File: src/rtl/custom_inst_axi_pkg.sv
// Shared types and constants for the custom-instruction AXI4 burst sequencer.
// Holds the FSM state enum, AXI response/burst encodings and the 4KB page size.
package custom_inst_axi_pkg;

  typedef enum logic [2:0] {
    S_IDLE,
    S_AR,
    S_R,
    S_AW,
    S_W,
    S_B,
    S_DONE
  } seq_state_e;

  localparam logic [1:0] AXI_RESP_OKAY   = 2'b00;
  localparam logic [1:0] AXI_RESP_EXOKAY = 2'b01;
  localparam logic [1:0] AXI_RESP_SLVERR = 2'b10;
  localparam logic [1:0] AXI_RESP_DECERR = 2'b11;

  localparam logic [1:0] AXI_BURST_INCR = 2'b01;

  localparam int unsigned AXI_4KB_BYTES = 4096;

endpackage

File: src/rtl/custom_inst_axi_seq.sv
// Single-outstanding AXI4 INCR burst sequencer: one cmd in, flat m_axi_* out,
// beat streams to/from requester pass straight through, status on done_*.
module custom_inst_axi_seq
  import custom_inst_axi_pkg::*;
#(
  parameter int unsigned IdWidth   = 1,
  parameter int unsigned DataWidth = 32,
  parameter int unsigned AddrWidth = 32,
  parameter int unsigned AxiId     = 0
) (
  input  logic                   clk_i,
  input  logic                   rst_i,
  // command
  input  logic                   cmd_valid_i,
  output logic                   cmd_ready_o,
  input  logic                   cmd_write_i,
  input  logic [AddrWidth-1:0]   cmd_addr_i,
  input  logic [7:0]             cmd_len_i,
  // write beats
  input  logic [DataWidth-1:0]   wr_data_i,
  input  logic [DataWidth/8-1:0] wr_strb_i,
  input  logic                   wr_valid_i,
  output logic                   wr_ready_o,
  // read beats
  output logic [DataWidth-1:0]   rd_data_o,
  output logic                   rd_last_o,
  output logic                   rd_valid_o,
  input  logic                   rd_ready_i,
  // completion
  output logic                   done_valid_o,
  output logic                   done_err_o,
  input  logic                   done_ready_i,
  // AXI AR
  output logic [IdWidth-1:0]     m_axi_arid,
  output logic [AddrWidth-1:0]   m_axi_araddr,
  output logic [7:0]             m_axi_arlen,
  output logic [2:0]             m_axi_arsize,
  output logic [1:0]             m_axi_arburst,
  output logic                   m_axi_arvalid,
  input  logic                   m_axi_arready,
  // AXI R
  input  logic [IdWidth-1:0]     m_axi_rid,
  input  logic [DataWidth-1:0]   m_axi_rdata,
  input  logic [1:0]             m_axi_rresp,
  input  logic                   m_axi_rlast,
  input  logic                   m_axi_rvalid,
  output logic                   m_axi_rready,
  // AXI AW
  output logic [IdWidth-1:0]     m_axi_awid,
  output logic [AddrWidth-1:0]   m_axi_awaddr,
  output logic [7:0]             m_axi_awlen,
  output logic [2:0]             m_axi_awsize,
  output logic [1:0]             m_axi_awburst,
  output logic                   m_axi_awvalid,
  input  logic                   m_axi_awready,
  // AXI W
  output logic [DataWidth-1:0]   m_axi_wdata,
  output logic [DataWidth/8-1:0] m_axi_wstrb,
  output logic                   m_axi_wlast,
  output logic                   m_axi_wvalid,
  input  logic                   m_axi_wready,
  // AXI B
  input  logic [IdWidth-1:0]     m_axi_bid,
  input  logic [1:0]             m_axi_bresp,
  input  logic                   m_axi_bvalid,
  output logic                   m_axi_bready
);

  localparam int unsigned StrbWidth = DataWidth / 8;
  localparam int unsigned SizeLog   = $clog2(StrbWidth);
  localparam logic [2:0]  AxSize    = 3'(SizeLog);

  seq_state_e r_state;
  seq_state_e w_state_nxt;

  logic [AddrWidth-1:0] r_addr;
  logic [7:0]           r_len;
  logic [7:0]           r_cnt;
  logic                 r_err;

  logic [20:0] w_span;
  logic        w_cross;
  logic        w_cmd_hs;
  logic        w_r_hs;
  logic        w_w_hs;
  logic        w_b_hs;
  logic        w_done_hs;
  logic        w_cnt_last;
  logic        w_rlast_bad;
  logic        w_unused;

  // Page-end check done wide enough that no len/width combination wraps.
  assign w_span = 21'(cmd_addr_i[11:0])
                + ((21'(cmd_len_i) + 21'd1) << SizeLog);
  assign w_cross = w_span > 21'(AXI_4KB_BYTES);

  assign w_cnt_last = (r_cnt == r_len);

  assign w_cmd_hs  = cmd_valid_i & cmd_ready_o;
  assign w_r_hs    = m_axi_rvalid & m_axi_rready;
  assign w_w_hs    = m_axi_wvalid & m_axi_wready;
  assign w_b_hs    = m_axi_bvalid & m_axi_bready;
  assign w_done_hs = done_valid_o & done_ready_i;

  assign w_rlast_bad = m_axi_rlast != w_cnt_last;

  // Address channels always show the registered command.
  assign m_axi_arid    = IdWidth'(AxiId);
  assign m_axi_araddr  = r_addr;
  assign m_axi_arlen   = r_len;
  assign m_axi_arsize  = AxSize;
  assign m_axi_arburst = AXI_BURST_INCR;

  assign m_axi_awid    = IdWidth'(AxiId);
  assign m_axi_awaddr  = r_addr;
  assign m_axi_awlen   = r_len;
  assign m_axi_awsize  = AxSize;
  assign m_axi_awburst = AXI_BURST_INCR;

  assign m_axi_wdata = wr_data_i;
  assign m_axi_wstrb = wr_strb_i;
  assign rd_data_o   = m_axi_rdata;

  assign done_err_o = done_valid_o & r_err;

  // IDs are fixed and single-outstanding, so returned IDs carry no info.
  assign w_unused = ^{m_axi_rid, m_axi_bid};

  always_ff @(posedge clk_i) begin
    if (rst_i) begin
      r_state <= S_IDLE;
    end else begin
      r_state <= w_state_nxt;
    end
  end

  always_comb begin
    w_state_nxt   = r_state;
    cmd_ready_o   = 1'b0;
    m_axi_arvalid = 1'b0;
    m_axi_rready  = 1'b0;
    rd_valid_o    = 1'b0;
    rd_last_o     = 1'b0;
    m_axi_awvalid = 1'b0;
    m_axi_wvalid  = 1'b0;
    m_axi_wlast   = 1'b0;
    wr_ready_o    = 1'b0;
    m_axi_bready  = 1'b0;
    done_valid_o  = 1'b0;

    unique case (r_state)
      S_IDLE: begin
        cmd_ready_o = 1'b1;
        if (cmd_valid_i) begin
          if (w_cross) begin
            w_state_nxt = S_DONE;
          end else if (cmd_write_i) begin
            w_state_nxt = S_AW;
          end else begin
            w_state_nxt = S_AR;
          end
        end
      end
      S_AR: begin
        m_axi_arvalid = 1'b1;
        if (m_axi_arready) begin
          w_state_nxt = S_R;
        end
      end
      S_R: begin
        m_axi_rready = rd_ready_i;
        rd_valid_o   = m_axi_rvalid;
        rd_last_o    = w_cnt_last;
        // Stop on slave rlast or our own last beat so no
        // beat beyond len is ever taken.
        if (m_axi_rvalid && rd_ready_i
            && (m_axi_rlast || w_cnt_last)) begin
          w_state_nxt = S_DONE;
        end
      end
      S_AW: begin
        m_axi_awvalid = 1'b1;
        if (m_axi_awready) begin
          w_state_nxt = S_W;
        end
      end
      S_W: begin
        m_axi_wvalid = wr_valid_i;
        wr_ready_o   = m_axi_wready;
        m_axi_wlast  = w_cnt_last;
        if (wr_valid_i && m_axi_wready && w_cnt_last) begin
          w_state_nxt = S_B;
        end
      end
      S_B: begin
        m_axi_bready = 1'b1;
        if (m_axi_bvalid) begin
          w_state_nxt = S_DONE;
        end
      end
      S_DONE: begin
        done_valid_o = 1'b1;
        if (done_ready_i) begin
          w_state_nxt = S_IDLE;
        end
      end
      default: begin
        w_state_nxt = S_IDLE;
      end
    endcase

    // Keep every handshake quiet while reset is held.
    if (rst_i) begin
      w_state_nxt   = S_IDLE;
      cmd_ready_o   = 1'b0;
      m_axi_arvalid = 1'b0;
      m_axi_rready  = 1'b0;
      rd_valid_o    = 1'b0;
      rd_last_o     = 1'b0;
      m_axi_awvalid = 1'b0;
      m_axi_wvalid  = 1'b0;
      m_axi_wlast   = 1'b0;
      wr_ready_o    = 1'b0;
      m_axi_bready  = 1'b0;
      done_valid_o  = 1'b0;
    end
  end

  always_ff @(posedge clk_i) begin
    if (rst_i) begin
      r_addr <= '0;
      r_len  <= '0;
      r_cnt  <= '0;
      r_err  <= 1'b0;
    end else begin
      if (w_cmd_hs) begin
        r_addr <= cmd_addr_i;
        r_len  <= cmd_len_i;
        r_cnt  <= '0;
        r_err  <= w_cross;
      end
      if (w_r_hs) begin
        r_cnt <= r_cnt + 8'd1;
        if (m_axi_rresp != AXI_RESP_OKAY || w_rlast_bad) begin
          r_err <= 1'b1;
        end
      end
      if (w_w_hs) begin
        r_cnt <= r_cnt + 8'd1;
      end
      if (w_b_hs && m_axi_bresp != AXI_RESP_OKAY) begin
        r_err <= 1'b1;
      end
      if (w_done_hs) begin
        r_err <= 1'b0;
      end
    end
  end

endmodule

File: config.mk
export PLATFORM = sky130hd
export DESIGN_NAME = custom_inst_axi_seq
export DESIGN_NICKNAME = d
export VERILOG_FILES = /design/src/rtl/custom_inst_axi_pkg.sv /design/src/rtl/custom_inst_axi_seq.sv
export SDC_FILE = /design/constraint.sdc
export NUM_CORES = 1
export LEC_CHECK = 0
export ABC_CLOCK_PERIOD_IN_PS = 3710
export CORE_AREA = 2 2 116 118
export DETAILED_ROUTE_END_ITERATION = 6
export DIE_AREA = 0 0 118 120
export GPL_ROUTABILITY_DRIVEN = 0
export HOLD_SLACK_MARGIN = 0.15
export MAX_ROUTING_LAYER = met4
export PLACE_DENSITY = 0.73
export SLEW_MARGIN = 10
export SYNTH_ARGS = -nofsm -noshare
export SYNTH_HDL_FRONTEND = slang
export SYNTH_SLANG_ARGS = --single-unit
File: constraint.sdc
create_clock -name clk_i -period 3.71 [get_ports clk_i]
set_input_delay 0.742 -clock clk_i [delete_from_list [all_inputs] [get_ports clk_i]]
set_output_delay 0.742 -clock clk_i [all_outputs]
set_load 0.05 [all_outputs]
==> impl_results.md <==
* Run status: complete, no violations
* Sw Ratio at 50.7%
* Syn Area/Cell at 7.69 sq um
* Post-DRT Antenna Nets at 0
* Antenna violations before repair at 0
* Synth Instances at 496
* Area share of the largest cell type after synthesis at 27.3%
* Total CTS buffers at 5
* Measured slew at the worst slew-check pin at 0.719 ns
* Max Transition Viols Final at 0
* Finished layout cell area at 4880 sq um
* Detailed Place HPWL at 8.70 mm
* Final Hold Viols at 0
* CP max FO at 4
* CP Capture Type: flop
* Post-synth EDFFs at 0
* P_int at 1.54 mW
* Worst clock skew at 0.00828 ns
* Most common cell in the netlist: buf_4
* Flop pwr share at 26.6%
* Ys flop type: dfxtp_1
* Setup TNS at 0 ns
* Fin util at 37.6%
* Initial DRC Count at 208
* Fin crit share at 96.1%
* Highest routed layer: met4
* Setup violations, final at 0
* Clock power frac at 15.5%
* Sink Count at 52
* Core Region at 13000 sq um
* Die Span Y at 120 um
* Initial Util at 29.4%
* Nature of the critical path startpoint: primary input
* Longest Clk Path Bufs at 2
* Via count at 3381
* Worst Path Class, Setup: primary input to flop
* Required time of the critical path at 3.87 ns
* Psw at 1.59 mW
* I/O pin cnt at 299
* Hold WC Path Type: flop to flop
* Post-CTS Hold Fix Bufs at 0
* Largest net degree at the start of global routing at 45
* Slew margin rel. at 51.4%
* Synthesis-stage register bit count at 52
* Total GRT Usage at 16.2%
* Post-synth top cells: 121 x buf_4, 99 x nand2_1, 52 x dfxtp_1, 50 x nand3_1, 14 x xor2_1
* Worst-path clk slew at 0.07 ns
* Router iterations before antenna repair at 4
* CTS tree: done
* Layout cells sized above 1 at 8.63%
* Area leader, netlist: dfxtp_1
* YS warnings at 0
* Ranking of synthesized cells by area: dfxtp_1 27%, buf_4 24%, nand2_1 9.7%
* First-pass GRT wire length at 17.5 mm
* Root buffer cell: clkbuf_16
* Post-synth ARST share at 0%
* DR WL met3 at 966 um
* Antenna cell count at 0
* Min cycle time layout at 3.56 ns
* Residual DRC at 0
* Synth unique cells at 59
* Vias in the first global route at 3291
* Net count, final at 673
* Maximum VDD drop at 0.245 mV
* Syn-to-layout area delta at 27.8%
* Chip width at 118 um
* Htree depth at 2
* Die area at 14200 sq um
* Critical Path AT at 3.73 ns
* FP Rows at 42
* Worst-Skew Late Latency at 0.31 ns
* Grt total ovfl at 0
* WL met2 at 5.50 mm
* Sequential-to-total area share from yosys stat at 27.3%
* Routed wire per std cell at 16.0 um
* Final wirelength at 11.3 mm
* Port buffer count at 148
* DR vias/cell at 4.77
* Gate power share at 57.9%
* Leak at 2.05 nW
* RSZ-0062 raised after global routing: false
* PD cells at 642 nW/um^2
* M1 WL at 4.52 mm
* Max-capacitance violation count at 0
* Dpl cell area at 4720 sq um
* Fmax at 281 MHz
* Total power at 3.13 mW
* Cell area after synthesis at 3820 sq um
## path summary, 6_finish.rpt
kind                         start                to  slack (ns)  depth (start not counted)
hold reg to reg   m_axi_araddr[22]  m_axi_araddr[22]        0.47                          2
setup reg to reg    m_axi_arlen[3]        r_state[2]        1.04                          9
hold / removal    m_axi_araddr[22]  m_axi_araddr[22]        0.47                          2
setup / recovery      cmd_len_i[0]             r_err        0.15                         12
## final cells by class
type | count | area [sq um]
clock inverter | 3 | 22.5
sequential | 52 | 1040
clock buffer | 5 | 125
inverter | 6 | 22.5
timing repair buffer | 160 | 1650
fill | 1308 | 8100
multi-input combinational | 307 | 1800
tap | 176 | 220
## registers in the layout, summed over array words and instances (netlist names)
register      cells
r_state           3
r_cnt             8
m_axi_araddr     32
m_axi_arlen       8
r_err             1
## cells in the final DEF (no fill, tap or decap), types with 2 or more instances in the layout
cell	n
nand2_2	2
a21o_1	4
buf_12	8
a21oi_1	11
nand4_1	2
conb_1	12
mux2i_1	5
nand3b_1	5
nor4_1	6
nand3_1	50
a21oi_2	2
o21a_1	3
nor2_1	9
clkdlybuf4s50_1	136
xnor2_1	6
o211ai_1	2
o21ai_0	10
nor3_1	9
and3_1	6
nor3b_1	2
dfxtp_1	52
inv_1	5
ha_1	12
nand2_1	98
clkbuf_16	5
and2_1	5
xor2_1	14
buf_4	15
nor4b_1	2
## metrics by stage
stage          hold slack, ns  setup WS, ns  cells
2_1_floorplan           0.468         0.254    506
3_3_place_gp            0.454       -0.0314    701
3_5_place_dp            0.464        -0.146    701
4_1_cts                 0.477         0.165    709
5_1_grt                 0.495        0.0377    709
6_report                0.471         0.146    709
## critical path, cell delays in order
cell and delay [ns]:
clkdlybuf4s50_1 0.52, and3_1 0.17, nand3_1 0.13, or2_2 0.33, xnor2_1 0.13, ha_2 0.33
nand2_1 0.04, o21ai_0 0.21, or4b_4 0.50, a211oi_2 0.23, and4_4 0.28, o22ai_1 0.10
## logic make-up (layout without fill, tap and decap cells)
| kind of cell | after synthesis | in the layout | synth area share [%] |
|---|---|---|---|
| AO/OA/AOI/OAI | 53 | 53 | 10.1 |
| XOR/XNOR | 20 | 20 | 4.59 |
| adder cells (fa/ha/maj) | 14 | 14 | 4.79 |
| buffers and inverters | 147 | 174 | 26.8 |
| flip-flops | 52 | 52 | 27.3 |
| multiplexers | 5 | 5 | 1.31 |
| other | 2 | 12 | 0.197 |
| AND/OR/NAND/NOR | 203 | 203 | 25.0 |
## power groups by stage
stage	combinational, mW	sequential, mW	clock (mW)
after detailed placement	1.82	0.845	0
after CTS	1.82	0.834	0.507
after floorplan	1.22	1.13	0
after global routing	1.91	0.854	0.523
final	1.81	0.831	0.485
after global placement	1.80	0.836	0
## what timing repair did
action	CTS	global route
setup endpoints to repair	0	4
setup buffers	0	0
resized for setup	0	2
## routing by layer
| layer | GRT usage (%) | vias up |
|---|---|---|
| li1 | - | 1613 |
| met1 | 17.9 | 1539 |
| met2 | 26.9 | 190 |
| met3 | 4.85 | 39 |
| met4 | 7.83 | 0 |
| met5 | - | - |
No activity file was read; power rests on OpenSTA's default activity.
